## src/rtl/clk_div_pkg.sv

```systemverilog
// rtl/clk_div_pkg.sv - shared config word type and clamping for the programmable clock divider
package clk_div_pkg;

   localparam int unsigned CNT_W = 28;
   localparam logic [CNT_W-1:0] MIN_DIV = CNT_W'(2);

   typedef struct packed {
      logic [CNT_W-1:0] div;
      logic [CNT_W-1:0] high;
   } cfg_t;

   // Divisor at least 2, high-time in [1, D-1] so every period has both a high and a low phase.
   function automatic cfg_t clamp_cfg(input logic [CNT_W-1:0] div, input logic [CNT_W-1:0] high);
      cfg_t cfg;
      cfg.div  = (div < MIN_DIV) ? MIN_DIV : div;
      cfg.high = (high == '0) ? CNT_W'(1) : high;
      if (cfg.high > cfg.div - CNT_W'(1)) begin
         cfg.high = cfg.div - CNT_W'(1);
      end
      return cfg;
   endfunction

endpackage

```

## src/rtl/clk_div_channel.sv

```systemverilog
// rtl/clk_div_channel.sv - one divider channel: period counter, active/pending config, registered outputs
module clk_div_channel
   import clk_div_pkg::*;
#(
   parameter logic [CNT_W-1:0] DEFAULT_DIV = CNT_W'(100000000)
) (
   input  logic clk_i,
   input  logic rst_ni,
   input  logic en_i,
   input  logic resync_i,
   input  logic load_i,
   input  cfg_t cfg_i,
   output logic busy_o,
   output logic clk_o,
   output logic tick_o
);

   localparam logic [CNT_W-1:0] ONE = CNT_W'(1);

   logic [CNT_W-1:0] cnt_q, cnt_d;
   logic [CNT_W-1:0] div_q, div_d;
   logic [CNT_W-1:0] high_q, high_d;
   cfg_t             pend_q, pend_d;
   logic             pend_valid_q, pend_valid_d;
   logic             clk_q, clk_d;
   logic             tick_q, tick_d;
   logic             wrap;
   logic             park;
   logic             commit;

   always_comb begin
      cnt_d        = cnt_q;
      div_d        = div_q;
      high_d       = high_q;
      pend_d       = pend_q;
      pend_valid_d = pend_valid_q;
      clk_d        = 1'b0;
      tick_d       = 1'b0;

      wrap   = (cnt_q == div_q - ONE);
      park   = !en_i || resync_i;
      commit = pend_valid_q && (park || wrap);

      if (commit) begin
         div_d        = pend_q.div;
         high_d       = pend_q.high;
         pend_valid_d = 1'b0;
      end

      // The load strobe only arrives when the slot is empty, so it never races a commit.
      if (load_i) begin
         pend_d       = cfg_i;
         pend_valid_d = 1'b1;
      end

      // Parking at the terminal count makes the next enabled edge start a fresh period.
      if (park) begin
         cnt_d = div_d - ONE;
      end else begin
         cnt_d  = wrap ? '0 : cnt_q + ONE;
         clk_d  = (cnt_d < high_d);
         tick_d = (cnt_d == '0);
      end
   end

   always_ff @(posedge clk_i or negedge rst_ni) begin
      if (!rst_ni) begin
         cnt_q        <= DEFAULT_DIV - ONE;
         div_q        <= DEFAULT_DIV;
         high_q       <= DEFAULT_DIV >> 1;
         pend_q       <= '0;
         pend_valid_q <= 1'b0;
         clk_q        <= 1'b0;
         tick_q       <= 1'b0;
      end else begin
         cnt_q        <= cnt_d;
         div_q        <= div_d;
         high_q       <= high_d;
         pend_q       <= pend_d;
         pend_valid_q <= pend_valid_d;
         clk_q        <= clk_d;
         tick_q       <= tick_d;
      end
   end

   assign busy_o = pend_valid_q;
   assign clk_o  = clk_q;
   assign tick_o = tick_q;

endmodule

```

## src/rtl/programmable_clock_divider.sv

```systemverilog
// rtl/programmable_clock_divider.sv - multi-channel programmable clock divider with glitch-free config handshake
module programmable_clock_divider
   import clk_div_pkg::*;
#(
   parameter int unsigned CNT_W       = 28,
   parameter int unsigned NUM_CH      = 2,
   parameter int unsigned DEFAULT_DIV = 100000000,
   localparam int unsigned CH_W       = (NUM_CH > 1) ? $clog2(NUM_CH) : 1
) (
   input  logic              clock_in,
   input  logic              reset_n,
   input  logic [NUM_CH-1:0] ch_en,
   input  logic              resync,
   input  logic              cfg_valid,
   output logic              cfg_ready,
   input  logic [CH_W-1:0]   cfg_ch,
   input  logic [CNT_W-1:0]  cfg_div,
   input  logic [CNT_W-1:0]  cfg_high,
   output logic [NUM_CH-1:0] clock_out,
   output logic [NUM_CH-1:0] tick
);

   localparam int unsigned CFG_W = $bits(cfg_t) / 2;

   cfg_t              cfg_clamped;
   logic [NUM_CH-1:0] busy;
   logic [NUM_CH-1:0] load;

   assign cfg_clamped = clamp_cfg(CFG_W'(cfg_div), CFG_W'(cfg_high));

   // An out-of-range channel index reads as ready and the request is dropped, so a master never stalls.
   always_comb begin
      cfg_ready = 1'b1;
      load      = '0;
      for (int i = 0; i < int'(NUM_CH); i++) begin
         if (cfg_ch == CH_W'(i)) begin
            cfg_ready = !busy[i];
            load[i]   = cfg_valid && !busy[i];
         end
      end
   end

   for (genvar g = 0; g < int'(NUM_CH); g++) begin : g_ch
      clk_div_channel #(
         .DEFAULT_DIV(CFG_W'(DEFAULT_DIV))
      ) u_ch (
         .clk_i   (clock_in),
         .rst_ni  (reset_n),
         .en_i    (ch_en[g]),
         .resync_i(resync),
         .load_i  (load[g]),
         .cfg_i   (cfg_clamped),
         .busy_o  (busy[g]),
         .clk_o   (clock_out[g]),
         .tick_o  (tick[g])
      );
   end

endmodule

```

## config.mk

```make
export PLATFORM = sky130hd
export DESIGN_NAME = programmable_clock_divider
export DESIGN_NICKNAME = d
export VERILOG_FILES = /design/src/rtl/clk_div_pkg.sv /design/src/rtl/clk_div_channel.sv /design/src/rtl/programmable_clock_divider.sv
export SDC_FILE = /design/constraint.sdc
export NUM_CORES = 1
export LEC_CHECK = 0
export CELL_PAD_IN_SITES_DETAIL_PLACEMENT = 0
export CELL_PAD_IN_SITES_GLOBAL_PLACEMENT = 2
export CORE_ASPECT_RATIO = 1.75
export CORE_MARGIN = 3
export CORE_UTILIZATION = 36
export DETAILED_ROUTE_END_ITERATION = 7
export PLACE_DENSITY_LB_ADDON = 0.1
export SLEW_MARGIN = 20
export SYNTH_ARGS = -nofsm -noshare
export SYNTH_HDL_FRONTEND = slang
export SYNTH_HIERARCHICAL = 1
export SYNTH_SLANG_ARGS = --single-unit
```

## constraint.sdc

```tcl
create_clock -name clock_in -period 5.4 [get_ports clock_in]
set_clock_uncertainty 0.15 [all_clocks]
set_input_delay 0.54 -clock clock_in [delete_from_list [all_inputs] [get_ports clock_in]]
set_output_delay 0.54 -clock clock_in [all_outputs]
set_load 0.02 [all_outputs]
```

==> summary.txt <==
Run status
  – Status: complete, but fails checks
  – Failing checks: negative setup slack

Worst setup path
  – Delay-heaviest family, CP: simple AND/OR/NAND/NOR gates
  – Most used cell, CP: or4_4
  – Type of origin of the critical path: flop
  – Crit path required time: roughly 5.8 ns
  – WP buf/inv: 3
  – Slowest CP cell: or4_4
  – Cell Chain, Critical Path: or4_4, or3_4, or2_0, o31a_1, nand3b_1, or4_4, o21a_4, buf_12, buf_8, a21boi_4, ha_4, nand3_4, or4_4, or4_4, buf_6, nor3_4, a21oi_2, xor2_1, a21oi_1
  – CP endpoint kind: flop
  – Crit path kind: reg -> reg
  – Largest stage delay, worst path: 0.59 ns
  – Crit path DAT: 5.85 ns
  – CP max FO: 4

Clock network
  – CTS root buf: clkbuf_16
  – Later-pin clock latency in the skew report: 0.58 ns
  – Sink Count: approximately 290
  – CTS buffer count: 31
  – Clock slew at reported path FFs: 0.06 ns
  – CTS tree: built
  – CTS max path bufs: 3
  – Htree depth: 1

Logic synthesis
  – Post-synth top area share: around a quarter
  – Count of cell types in the netlist: 73
  – Yosys warning total: 6
  – Most used DFF post-synth: dfrtp_1
  – Syn Std Cell Area: ~19000 um2
  – Yosys top cell by area: dfrtp_1
  – Syn avg cell area: 8.999 um2
  – Top cells by count, synth: 272 x nand2_1, 200 x dfrtp_1, 185 x nor2_1
  – Post-synthesis cell count: 2156
  – Number of synthesized register bits: between 200 and 300
  – Most common cell in the netlist: nand2_1
  – Register area share after synthesis: between 30% and 40%
  – Post-synth EDFFs: 0
  – Syn nets: ~2.3k
  – Async set or reset register ratio after synthesis: 100.0%
  – Largest cells by area after synthesis: dfrtp_1 26%, dfstp_2 12%, mux2_2 7.0%

Run
  – Max-cap check violation count: 0

Floorplanning
  – Io pins: between 60 and 70
  – Placeable Area: between 50000 and 60000 um2
  – Rows: between 100 and 150
  – Die height: ~310 um
  – Starting density of the core: 36.34%
  – Die area: approximately 57000 um2
  – Die width: 181.5 um

Placement
  – GPL Wtd Cong: between 0.9 and 1
  – Cell Area, Placed: approximately 23000 um2
  – Cells after DPL: between 3k and 4k
  – HPWL after detailed placement: 55.23 mm
  – Placement-stage worst setup slack: -0.7371 ns
  – IO buf count: 67

Finish
  – FILL cells: between 5k and 6k
  – Register area: a little over 7000 um2
  – Final instance area: roughly 25000 um2
  – Final Util: approximately 46%
  – Synth-to-Final Area Change: 27.13%
  – Nets: 2591
  – Finished Layout Cells: roughly 3.1k
  – Share of layout cells above drive strength 1: 29.15%
  – Multi-input gate area: roughly 12000 um2

Drt
  – Antenna viol nets, final: 0
  – Initial DRC count: approximately 870
  – Via count: around 17k
  – Via/cell ratio: around 5.3
  – DRT Pass-1 Iters: 7
  – Routed wire length: 68.83 mm
  – Routed len/inst: roughly 22 um
  – DRC: 0

Pwr
  – Sequential share of power: about 32%
  – VDD IR max: 247.5 uV
  – Clock share of power: 21.3%
  – Leakage: approximately 11 nW
  – Int Pwr: 6.817 mW
  – Pwr Density: 447.2 nW/um2
  – Switching part of the total: roughly two fifths
  – P_sw: ~4.2 mW
  – Comb pwr share: between 40% and 50%

Timing
  – Final setup violating endpoints: 4
  – Hold_ws: 0.3387 ns
  – Ratio of final minimum period to clock period: 101.9%
  – Slew Viols, Final: 0
  – Slew @ Worst Pin: 0.8914 ns
  – Worst Slack Setup Final: -0.1029 ns
  – Relative slew slack: slightly above 40%
  – Min Clock Period, post-route: 5.503 ns
  – F_max: approximately 0.18 GHz
  – Final Hold Fails: 0
  – RSZ-0062 raised after global routing: yes

Global routing
  – First-pass GRT wire length: 104.0 mm
  – GRT Residual Overflow: 0
  – Initial antenna violation count: 2
  – All-Layer GR Usage: a little under a quarter
  – Vias in the first global route: roughly 17k
  – Largest net degree at the start of global routing: 100

Min path
  – Worst Hold Class: reg -> reg
[worst min-delay path: cells and delay by family, from the launching register on]
kind / cells / cell delay [ns]
flops: 1 / 0.32
mux: 1 / 0.09
buf+inv: 1 / 0.06
[logic make-up after synthesis]
family / Yosys count / synth area share (%)
xor+xnor: 195 / 8.803
simple gates: 848 / 21.73
buf+inv: 271 / 5.746
compound gates: 250 / 8.513
flops: 286 / 37.44
mux: 217 / 12.03
fa+ha+maj: 89 / 5.740
[cell type report]
class,count,area share (%)
diodes,1,0.01015
clock buffers,39,3.429
clock inverters,18,1.081
inverters,105,1.598
multi-input cells,1599,47.08
flip-flops and latches,286,29.45
well taps,684,3.470
repair buffers,416,13.87
[timing repair]
item	CTS	global route
pin swaps	51	46
gates resized for setup	65	47
endpoints found under the hold margin	70	0
endpoints found under the setup margin	18	25
hold buffers	1	0
setup buffers	20	12
[per-layer routing]
metal,GRT usage (%),vias up,routed length [um]
met3,1.765,136,1390
met4,11.12,2,3609
met1,24.17,8119,24810
li1,-,8065,-
met2,48.08,249,39010
met5,0,-,13
[per-stage QoR]
step,setup TNS (ns),power [mW]
2_1_floorplan,0,6.217
3_3_place_gp,-33.86,8.284
3_5_place_dp,-37.50,8.361
4_1_cts,-0.7608,11.00
5_1_grt,-1.643,11.76
6_report,-0.2340,11.03
[power groups by stage]
| stage | Sequential [mW] | Combinational [mW] | Clock (mW) |
|---|---|---|---|
| final | 3.57 | 5.10 | 2.35 |
| after global routing | 3.67 | 5.59 | 2.50 |
| after CTS | 3.57 | 4.99 | 2.44 |
| after detailed placement | 3.59 | 4.78 | 0 |
| after global placement | 3.56 | 4.72 | 0 |
| after floorplan | 3.31 | 2.90 | 0 |
[flip-flops by register name (all words and copies together), names as in the netlist]
signal,cells
g_ch.u_ch/high_q,56
g_ch.u_ch/busy_o,2
g_ch.u_ch/tick_o,2
g_ch.u_ch/pend_q,112
g_ch.u_ch/cnt_q,56
g_ch.u_ch/div_q,56
g_ch.u_ch/clk_o,2
[final timing paths]
path / start / end / slack [ns] / cells past startpoint
worst min-delay path: g_ch[0].u_ch/high_q[1] / g_ch[0].u_ch/high_q[1] / 0.34 / 2
min in group asynchronous: reset_n / g_ch[1].u_ch/cnt_q[27] / 0.38 / 2
worst max-delay path: g_ch[1].u_ch/div_q[15] / g_ch[1].u_ch/cnt_q[22] / -0.10 / 19
worst max register to register: g_ch[1].u_ch/div_q[15] / g_ch[1].u_ch/cnt_q[22] / -0.10 / 19
worst min register to register: g_ch[0].u_ch/high_q[1] / g_ch[0].u_ch/high_q[1] / 0.34 / 2
max in group asynchronous: reset_n / g_ch[1].u_ch/div_q[19] / 3.49 / 3
[cells in the final DEF, fill, tap and decap left out, drive strengths merged, types with 55 or more instances in the layout]
master / instances
nor2: 185
xnor2: 110
nand3: 64
dfstp: 86
a21oi: 75
mux2: 123
mux2i: 94
xor2: 85
inv: 105
nand2: 272
dfrtp: 200
ha: 89
clkdlybuf4s50: 66
nor4: 55
buf: 349
nor3: 69
(Power assumes the default switching activity.)
